<file path="src/rtl/dlx_ctrl_pkg.sv">
// Shared types for the multicycle DLX main control unit.
// States, opcodes, mux-select encodings and the control word.
package dlx_ctrl_pkg;

  localparam int OPW = 6;

  typedef enum logic [3:0] {
    S_RESET     = 4'd0,
    S_FETCH     = 4'd1,
    S_DECODE    = 4'd2,
    S_MEM_ADDR  = 4'd3,
    S_MEM_READ  = 4'd4,
    S_MEM_WB    = 4'd5,
    S_MEM_WRITE = 4'd6,
    S_R_EXEC    = 4'd7,
    S_R_WB      = 4'd8,
    S_I_EXEC    = 4'd9,
    S_I_WB      = 4'd10,
    S_BRANCH    = 4'd11,
    S_JUMP      = 4'd12
  } state_e;

  localparam logic [OPW-1:0] OP_RTYPE = 6'h00;
  localparam logic [OPW-1:0] OP_J     = 6'h02;
  localparam logic [OPW-1:0] OP_BEQZ  = 6'h04;
  localparam logic [OPW-1:0] OP_BNEZ  = 6'h05;
  localparam logic [OPW-1:0] OP_ADDI  = 6'h08;
  localparam logic [OPW-1:0] OP_LW    = 6'h23;
  localparam logic [OPW-1:0] OP_SW    = 6'h2B;

  typedef enum logic [1:0] {
    SRCB_REG  = 2'b00,
    SRCB_FOUR = 2'b01,
    SRCB_IMM  = 2'b10
  } srcb_e;

  typedef enum logic [1:0] {
    PCS_ALU    = 2'b00,
    PCS_ALUOUT = 2'b01,
    PCS_JUMP   = 2'b10
  } pcsrc_e;

  typedef enum logic [1:0] {
    ALU_ADD  = 2'b00,
    ALU_SUB  = 2'b01,
    ALU_FUNC = 2'b10,
    ALU_IMM  = 2'b11
  } aluop_e;

  typedef struct packed {
    logic   pc_write;
    logic   pc_write_cond;
    logic   branch_ne;
    logic   i_or_d;
    logic   mem_read;
    logic   mem_write;
    logic   ir_write;
    logic   reg_dst;
    logic   reg_write;
    logic   mem_to_reg;
    logic   alu_src_a;
    srcb_e  alu_src_b;
    pcsrc_e pc_source;
    aluop_e alu_op;
    logic   illegal_op;
  } ctrl_t;

endpackage

</file>
<file path="src/rtl/dlx_control_fsm_if.sv">
// Datapath-facing bundle of the DLX control unit.
// master = control FSM, slave = datapath.
interface dlx_control_fsm_if;
  import dlx_ctrl_pkg::*;

  logic [OPW-1:0] opcode;
  logic           zero;
  logic           mem_ready;
  logic           pc_write;
  logic           pc_write_cond;
  logic           branch_ne;
  logic           i_or_d;
  logic           mem_read;
  logic           mem_write;
  logic           ir_write;
  logic           reg_dst;
  logic           reg_write;
  logic           mem_to_reg;
  logic           alu_src_a;
  logic [1:0]     alu_src_b;
  logic [1:0]     pc_source;
  logic [1:0]     alu_op;
  logic           illegal_op;
  logic [3:0]     state_dbg;

  modport master (
    input  opcode, zero, mem_ready,
    output pc_write, pc_write_cond, branch_ne,
    output i_or_d, mem_read, mem_write, ir_write,
    output reg_dst, reg_write, mem_to_reg, alu_src_a,
    output alu_src_b, pc_source, alu_op,
    output illegal_op, state_dbg
  );

  modport slave (
    output opcode, zero, mem_ready,
    input  pc_write, pc_write_cond, branch_ne,
    input  i_or_d, mem_read, mem_write, ir_write,
    input  reg_dst, reg_write, mem_to_reg, alu_src_a,
    input  alu_src_b, pc_source, alu_op,
    input  illegal_op, state_dbg
  );

endinterface

</file>
<file path="src/rtl/dlx_ctrl_decode.sv">
// Combinational state/opcode -> control word and next state.
// DECODE looks at the live opcode, later states at the latched one.
module dlx_ctrl_decode
  import dlx_ctrl_pkg::*;
(
  input  state_e         state_i,
  input  logic [OPW-1:0] opcode_i,
  input  logic [OPW-1:0] op_q_i,
  input  logic           mem_ready_i,
  output ctrl_t          ctrl_o,
  output state_e         next_o
);

  always_comb begin
    ctrl_o = '0;
    next_o = state_i;
    unique case (state_i)
      S_RESET: next_o = S_FETCH;
      S_FETCH: begin
        ctrl_o.mem_read  = 1'b1;
        ctrl_o.alu_src_b = SRCB_FOUR;
        ctrl_o.ir_write  = mem_ready_i;
        ctrl_o.pc_write  = mem_ready_i;
        if (mem_ready_i) next_o = S_DECODE;
      end
      S_DECODE: begin
        ctrl_o.alu_src_b = SRCB_IMM;
        unique case (opcode_i)
          OP_RTYPE:     next_o = S_R_EXEC;
          OP_LW, OP_SW: next_o = S_MEM_ADDR;
          OP_ADDI:      next_o = S_I_EXEC;
          OP_BEQZ,
          OP_BNEZ:      next_o = S_BRANCH;
          OP_J:         next_o = S_JUMP;
          default: begin
            next_o            = S_FETCH;
            ctrl_o.illegal_op = 1'b1;
          end
        endcase
      end
      S_MEM_ADDR: begin
        ctrl_o.alu_src_a = 1'b1;
        ctrl_o.alu_src_b = SRCB_IMM;
        next_o = (op_q_i == OP_SW) ? S_MEM_WRITE : S_MEM_READ;
      end
      S_MEM_READ: begin
        ctrl_o.mem_read = 1'b1;
        ctrl_o.i_or_d   = 1'b1;
        if (mem_ready_i) next_o = S_MEM_WB;
      end
      S_MEM_WB: begin
        ctrl_o.reg_write  = 1'b1;
        ctrl_o.mem_to_reg = 1'b1;
        next_o = S_FETCH;
      end
      S_MEM_WRITE: begin
        ctrl_o.mem_write = 1'b1;
        ctrl_o.i_or_d    = 1'b1;
        if (mem_ready_i) next_o = S_FETCH;
      end
      S_R_EXEC: begin
        ctrl_o.alu_src_a = 1'b1;
        ctrl_o.alu_src_b = SRCB_REG;
        ctrl_o.alu_op    = ALU_FUNC;
        next_o = S_R_WB;
      end
      S_R_WB: begin
        ctrl_o.reg_write = 1'b1;
        ctrl_o.reg_dst   = 1'b1;
        next_o = S_FETCH;
      end
      S_I_EXEC: begin
        ctrl_o.alu_src_a = 1'b1;
        ctrl_o.alu_src_b = SRCB_IMM;
        ctrl_o.alu_op    = ALU_IMM;
        next_o = S_I_WB;
      end
      S_I_WB: begin
        ctrl_o.reg_write = 1'b1;
        next_o = S_FETCH;
      end
      S_BRANCH: begin
        ctrl_o.alu_src_a     = 1'b1;
        ctrl_o.alu_op        = ALU_SUB;
        ctrl_o.pc_write_cond = 1'b1;
        ctrl_o.pc_source     = PCS_ALUOUT;
        ctrl_o.branch_ne     = op_q_i[0];
        next_o = S_FETCH;
      end
      S_JUMP: begin
        ctrl_o.pc_write  = 1'b1;
        ctrl_o.pc_source = PCS_JUMP;
        next_o = S_FETCH;
      end
      default: next_o = S_RESET;
    endcase
  end

endmodule

</file>
<file path="src/rtl/dlx_control_fsm.sv">
// Multicycle DLX main control: state and opcode registers.
// One full S_RESET cycle is held after reset release.
module dlx_control_fsm
  import dlx_ctrl_pkg::*;
(
  input  logic               clk,
  input  logic               reset,
  dlx_control_fsm_if.master  bus
);

  state_e         state_q, state_d;
  logic [OPW-1:0] op_q;
  logic           hold_q;
  ctrl_t          ctrl;

  dlx_ctrl_decode u_decode (
    .state_i     (state_q),
    .opcode_i    (bus.opcode),
    .op_q_i      (op_q),
    .mem_ready_i (bus.mem_ready),
    .ctrl_o      (ctrl),
    .next_o      (state_d)
  );

  always_ff @(posedge clk or posedge reset) begin
    if (reset) begin
      state_q <= S_RESET;
      op_q    <= '0;
      hold_q  <= 1'b1;
    end else begin
      hold_q  <= 1'b0;
      state_q <= hold_q ? S_RESET : state_d;
      if (state_q == S_DECODE) op_q <= bus.opcode;
    end
  end

  assign bus.pc_write      = ctrl.pc_write;
  assign bus.pc_write_cond = ctrl.pc_write_cond;
  assign bus.branch_ne     = ctrl.branch_ne;
  assign bus.i_or_d        = ctrl.i_or_d;
  assign bus.mem_read      = ctrl.mem_read;
  assign bus.mem_write     = ctrl.mem_write;
  assign bus.ir_write      = ctrl.ir_write;
  assign bus.reg_dst       = ctrl.reg_dst;
  assign bus.reg_write     = ctrl.reg_write;
  assign bus.mem_to_reg    = ctrl.mem_to_reg;
  assign bus.alu_src_a     = ctrl.alu_src_a;
  assign bus.alu_src_b     = ctrl.alu_src_b;
  assign bus.pc_source     = ctrl.pc_source;
  assign bus.alu_op        = ctrl.alu_op;
  assign bus.illegal_op    = ctrl.illegal_op;
  assign bus.state_dbg     = state_q;

endmodule

</file>
<file path="src/flat_wrapper.sv">
// flat-port wrapper written by rule: the top's interface ports become plain ports
module dlx_control_fsm_flat import dlx_ctrl_pkg::*;
  (clk, reset, bus_opcode, bus_zero, bus_mem_ready, bus_pc_write, bus_pc_write_cond, bus_branch_ne, bus_i_or_d, bus_mem_read, bus_mem_write, bus_ir_write, bus_reg_dst, bus_reg_write, bus_mem_to_reg, bus_alu_src_a, bus_alu_src_b, bus_pc_source, bus_alu_op, bus_illegal_op, bus_state_dbg);
  dlx_control_fsm_if bus_i ();
  input  logic clk;
  input  logic reset;
  input wire logic [$bits(bus_i.opcode)-1:0] bus_opcode;
  input wire logic [$bits(bus_i.zero)-1:0] bus_zero;
  input wire logic [$bits(bus_i.mem_ready)-1:0] bus_mem_ready;
  output wire logic [$bits(bus_i.pc_write)-1:0] bus_pc_write;
  output wire logic [$bits(bus_i.pc_write_cond)-1:0] bus_pc_write_cond;
  output wire logic [$bits(bus_i.branch_ne)-1:0] bus_branch_ne;
  output wire logic [$bits(bus_i.i_or_d)-1:0] bus_i_or_d;
  output wire logic [$bits(bus_i.mem_read)-1:0] bus_mem_read;
  output wire logic [$bits(bus_i.mem_write)-1:0] bus_mem_write;
  output wire logic [$bits(bus_i.ir_write)-1:0] bus_ir_write;
  output wire logic [$bits(bus_i.reg_dst)-1:0] bus_reg_dst;
  output wire logic [$bits(bus_i.reg_write)-1:0] bus_reg_write;
  output wire logic [$bits(bus_i.mem_to_reg)-1:0] bus_mem_to_reg;
  output wire logic [$bits(bus_i.alu_src_a)-1:0] bus_alu_src_a;
  output wire logic [$bits(bus_i.alu_src_b)-1:0] bus_alu_src_b;
  output wire logic [$bits(bus_i.pc_source)-1:0] bus_pc_source;
  output wire logic [$bits(bus_i.alu_op)-1:0] bus_alu_op;
  output wire logic [$bits(bus_i.illegal_op)-1:0] bus_illegal_op;
  output wire logic [$bits(bus_i.state_dbg)-1:0] bus_state_dbg;
  assign bus_i.opcode = bus_opcode;
  assign bus_i.zero = bus_zero;
  assign bus_i.mem_ready = bus_mem_ready;
  assign bus_pc_write = bus_i.pc_write;
  assign bus_pc_write_cond = bus_i.pc_write_cond;
  assign bus_branch_ne = bus_i.branch_ne;
  assign bus_i_or_d = bus_i.i_or_d;
  assign bus_mem_read = bus_i.mem_read;
  assign bus_mem_write = bus_i.mem_write;
  assign bus_ir_write = bus_i.ir_write;
  assign bus_reg_dst = bus_i.reg_dst;
  assign bus_reg_write = bus_i.reg_write;
  assign bus_mem_to_reg = bus_i.mem_to_reg;
  assign bus_alu_src_a = bus_i.alu_src_a;
  assign bus_alu_src_b = bus_i.alu_src_b;
  assign bus_pc_source = bus_i.pc_source;
  assign bus_alu_op = bus_i.alu_op;
  assign bus_illegal_op = bus_i.illegal_op;
  assign bus_state_dbg = bus_i.state_dbg;
  dlx_control_fsm u_core (.clk(clk), .reset(reset), .bus(bus_i));
endmodule
</file>
<file path="config.mk">
export PLATFORM = sky130hd
export DESIGN_NAME = dlx_control_fsm_flat
export DESIGN_NICKNAME = d
export VERILOG_FILES = /design/src/rtl/dlx_ctrl_pkg.sv /design/src/rtl/dlx_control_fsm_if.sv /design/src/rtl/dlx_ctrl_decode.sv /design/src/rtl/dlx_control_fsm.sv /design/src/flat_wrapper.sv
export SDC_FILE = /design/constraint.sdc
export NUM_CORES = 1
export LEC_CHECK = 0
export BUFFER_PORTS_ARGS = -buffer_cell sky130_fd_sc_hd__clkbuf_2
export CORE_MARGIN = 2
export CORE_UTILIZATION = 53
export CTS_BUF_LIST = sky130_fd_sc_hd__clkbuf_8
export CTS_CLUSTER_SIZE = 30
export DETAILED_ROUTE_END_ITERATION = 8
export HOLD_SLACK_MARGIN = 0.08
export PLACE_DENSITY_LB_ADDON = 0.15
export SYNTH_ARGS = -nofsm -noshare
export SYNTH_HDL_FRONTEND = slang
export SYNTH_SLANG_ARGS = --single-unit
</file>
<file path="constraint.sdc">
create_clock -name clk -period 3.4 [get_ports clk]
set_input_delay 0.17 -clock clk [delete_from_list [all_inputs] [get_ports clk]]
set_output_delay 0.17 -clock clk [all_outputs]
set_load 0.02 [all_outputs]
</file>
-- Word-level counts from Yosys, hierarchy flattened
Cells that the tools add are included.
- flip-flop bits (word level): 11
- bits of input ports: 10
- output and inout bits: 22
- word-level logic and storage cells: 59
- equal/unequal tests: 22
- muxes and demuxes: 22
- reductions and logical operators: 12
- operators with widths (kind ; number):
    one-hot mux 4 bit (8 select lines) ; 1
    equality test 4 bit, second input constant ; 5
    one-hot mux 4 bit (5 select lines) ; 1
    equality test 6 bit, second input constant ; 3
    equality test 4 x 3 -> 1 bit, second input constant ; 4
    2-to-1 mux 4 bit ; 4
    equality test 6 x 3 -> 1 bit, second input constant ; 2
    2-to-1 mux 1 bit ; 10
    inequality test 3 x 2 -> 1 bit, second input constant ; 3
    equality test 4 x 2 -> 1 bit, second input constant ; 2
    one-hot mux 2 bit (2 select lines) ; 2
    OR reduction 2 bit ; 4
    OR reduction 7 bit ; 1
    equality test 6 x 2 -> 1 bit, second input constant ; 1
    equality test 6 x 4 -> 1 bit, second input constant ; 1
    zero test 6 bit ; 1
    one-hot mux 2 bit (3 select lines) ; 1
    OR reduction 3 bit ; 2
    OR reduction 6 bit ; 1
    equality test 4 x 1 -> 1 bit, second input constant ; 1
    zero test 4 bit ; 1
    2-to-1 mux 2 bit ; 2
    OR reduction 4 bit ; 1
    AND reduction 3 bit ; 1
    one-hot mux 1 bit (2 select lines) ; 1

-- Longest topological paths before layout
- depth after elaboration: 5
- depth in mapped cells: 6
- gate-level depth less buffers: 4

-- Modules after synthesis
From an unflattened synthesis, not the netlist that was laid out.
- cell total of the unflattened synthesis: 89
- area, all modules: 842.1 um2
- modules (own cells, without submodules) (module ; times used ; cells an instance ; area each (um2) ; sequential area each (um2)):
    dlx_ctrl_decode ; 1 ; 65 ; 441.7 ; 0.0
    dlx_control_fsm ; 1 ; 24 ; 400.4 ; 276.5

-- Least setup slack after synthesis
No wires, ideal clock.
- kind: reg2out
- start point: register u_core.state_q[3] (netlist: u_core.bus.state_dbg[3])
- end point: output port bus_pc_write
- arrival: 1802 ps
- path slack: 1428 ps
- stages on the path, launching flop included: 5
- buffers on the path: 1
- path through: dfrtp_1 buf_4 nand2b_1 nor4_1 or2_2
- word-level cells in the longest chain between the ends: 2
- elaborated cells between the ends (all ways): 3
- classes of those cells: 2 x eq/ne; 1 x mux
- RTL lines (what ; RTL line ; source):
    from (decl) ; dlx_control_fsm.sv:11 ; state_e state_q, state_d;
    from (signal assigned) ; dlx_control_fsm.sv:32 ; state_q <= hold_q ? S_RESET : state_d;
    equality test 4 bit / equality test 4 x 1 -> 1 bit (equally long branches) ; dlx_ctrl_decode.sv:17 ; unique case (state_i)
    one-hot mux 1 bit (2 select lines) * ; dlx_ctrl_decode.sv:17 ;
    to (decl) ; flat_wrapper.sv:10 ; output wire logic [$bits(bus_i.pc_write)-1:0] bus_pc_write;
Mark *: on every way between the ends. The rest lies on a longest branch, timed or not.

-- Final worst setup path
- start point: register u_core.state_q[2] (netlist: u_core.bus.state_dbg[2])
- end point: output port bus_illegal_op
- word-level cells in the longest chain between the ends: 2
- RTL lines (what ; RTL line ; source):
    equality test 4 x 2 -> 1 bit ; dlx_ctrl_decode.sv:17 ;
    2-to-1 mux 1 bit ; dlx_ctrl_decode.sv:17 ;
    to (decl) ; flat_wrapper.sv:24 ; output wire logic [$bits(bus_i.illegal_op)-1:0] bus_illegal_op;
Every way passes these cells.

==> results.md <==
- CP Max Fanout: 19
- DR top layer: met4
- Synth top area share: 30.2%
- Leak: 0.491 nW
- Mean Syn Cell Area: roughly 8.4 um2
- Pin count of the biggest net entering global routing: 20
- Post-CTS setup buffer count: 0
- Initial antenna violation count: 0
- CTS max path bufs: 2
- DR WL/cell: 12.5 um
- Met3 WL: slightly below 80 um
- Post-synth ARST share: 100%
- Max rail drop VDD: 366 uV
- Post-DP HPWL: roughly 1300 um
- Worst setup SP type: flop
- Global-route wire length before repair: between 2000 and 3000 um
- Die H: roughly 44 um
- Placed insts: 138
- Crit Path Class: reg2out
- Worst Reg-to-Reg Cells: 3
- Max_slew headroom: 60.9%
- Final wirelength: between 1500 and 2000 um
- Commonest cells in the netlist: 11 x nor2_1, 10 x dfrtp_1, 7 x nand2_1
- Antenna-violating nets left: 0
- RSZ-0062 raised after global routing: false
- Worst hold start: bus_opcode[3]
- Die ar.: roughly 0.0019 mm2
- Worst path required time: 3.23 ns
- Status: finished, final reports clean
- Fmax: slightly below 500 MHz
- Post-synth cell types: 39
- Worst r2r src: u_core.bus.state_dbg[2]
- Most frequent cell after synthesis: nor2_1
- Final worst path period need: roughly 2.1 ns
- Vias in the first global route: roughly 670
- CP endpoint kind: output port
- Die width: around 44 um
- CP Cell Sequence: nand2b_1 -> nor3_4 -> nand2_1 -> nor2_1 -> clkbuf_2
- GP Congestion: 0.720
- DRT met1 WL: about 860 um
- Max-cap violations: 0
- Syn_nets: approximately 110
- CTS H-Tree Depth: 1
- Hold EP: u_core.op_q[3]
- Sequential area share after synthesis: about 33%
- Drt first pass iters: 4
- Worst Skew: 0.000940 ns
- Number of synthesized flops with an enable pin: 0
- Initial core utilization: 55.7%
- CP max stage delay: just under 0.6 ns
- Overall routing resource usage: 20.7%
- # diodes: 0
- CTS tree: built
- Clk slew on worst S/H paths: ~0.040 ns
- #FFs+latches synth: 11
- Sum Neg Setup Slack: 0 ns
- Synth area leaders: dfrtp_1 30%, mux2_2 8.1%, nor2_1 5.0%
- Vias per inst: 5.57
- Synth area leader: dfrtp_1
- Crit share post-route: ~60%
- Worst EP arrival: around 1.9 ns
- Gate Count Post-Synth: just under 100
- Final Hold Fails: 0
- Critical path's slowest cell: dfrtp_1
- Power Total: 0.593 mW
- Total gr overflow: 0
- # rows: 14
- Post-CTS sizing: 0
- Drc violations: 0
- Nets: about 140
- Fin cells: approximately 140
- Slew @ Worst Pin: slightly below 0.6 ns
- # fillers: 130
- P per Cell Area: between 500 and 600 mW/mm2
- Slew Viols, Final: 0
- Worst-skew pair later-pin latency: 0.23 ns
- Initial detailed-routing violation count: 14
- Hold Crit Class: in2reg
- Post-synthesis instance area: 830 um2
- Cell chosen for the clock root: clkbuf_8
- R2r setup slk: roughly 1.6 ns
- Post-synth top flop: dfrtp_1
- Share of cells above drive strength 1: a little over a third
- IO buf count: 30
- Core footprint: 0.00149 mm2
- Yosys warns: 0
- Hold depth: 2
- Layout overhead on the synthesized area: 22.5%
- TritonCTS buffer count: 3
- Reg2reg end: u_core.op_q[4]
- Vias: around 800
- Hold Buf Count CTS: 1
- CTS Sinks: 11
- # IOs: 32
- Final setup vio count: 0
- Routed met2 length: just over 800 um
[sequential cells by signal, summed over array words and instances, names as in the netlist]
signal and flops:
u_core.hold_q 1, u_core.bus.state_dbg 4, u_core.op_q 6
[power breakdown]
group | switching, mW | total [mW] | internal (mW)
Combinational | 0.130 | 0.236 | 0.106
Sequential | 0.0601 | 0.236 | 0.176
Clock | 0.0421 | 0.121 | 0.0786
[per-layer routing]
metal,track usage (%),up-vias
li1,-,409
met1,29.8,362
met2,30.3,23
met5,0,-
met4,9.09,0
met3,4.17,3
[critical path: cells and delay by family (launching register included)]
family	cells	cell delay (ns)
buf+inv	1	0.17
flops	1	0.58
simple gates	4	0.91
[placed cells by master, fill, tap and decap left out, types with 2 or more instances in the layout]
cell type / instances
and2_1: 3
nor2_1: 11
nand2_1: 7
nor3_1: 4
o21ai_1: 3
nor2b_1: 2
a311oi_1: 2
o21ai_0: 2
clkbuf_2: 30
clkbuf_8: 3
dfrtp_1: 10
mux2_2: 6
a21oi_1: 5
nand4b_1: 2
or2_2: 2
inv_1: 7
nand2b_1: 6
[layout make-up]
type                       count  area (um2)  share of cell area, %
clock buffer                   3        41.3                   4.06
inverter                       6        22.5                   2.22
clock inverter                 1        3.75                  0.369
tap                           16        20.0                   1.97
sequential                    11         277                   27.2
multi-input combinational     75         492                   48.4
timing repair buffer          31         160                   15.8
[how the worst max path moves through the flow]
stage,endpoint,from,cells after the start,slack [ns]
after CTS,bus_illegal_op,u_core.bus.state_dbg[2],5,1.31
after detailed placement,bus_illegal_op,u_core.bus.state_dbg[2],5,1.58
final,bus_illegal_op,u_core.bus.state_dbg[2],5,1.34
after global routing,bus_illegal_op,u_core.bus.state_dbg[2],5,1.16
after global placement,bus_illegal_op,u_core.bus.state_dbg[2],5,1.63
after floorplan,bus_pc_write,u_core.bus.state_dbg[3],4,1.43
[metrics by stage]
stage	utilization, %	setup slack (ns)	instance area (um2)	hold slack, ns
after floorplan	-	1.43	830	0.0217
after global placement	64.5	1.63	961	0.138
after detailed placement	64.5	1.58	961	0.143
after CTS	68.2	1.31	1020	0.231
after global routing	68.2	1.16	1020	0.232
final	68.2	1.34	1020	0.236
[logic make-up (layout without fill, tap and decap cells)]
logic type,count (synthesis),count (layout),synth area share [%]
and+or+nand+nor,44,44,29.7
AOI/OAI and AO/OA,23,23,19.9
buffers and inverters,13,41,7.39
DFF,11,11,33.3
muxes,6,6,8.14
other,1,1,0.452
xor gates and xnor gates,1,1,1.06
(Power assumes the default switching activity.)
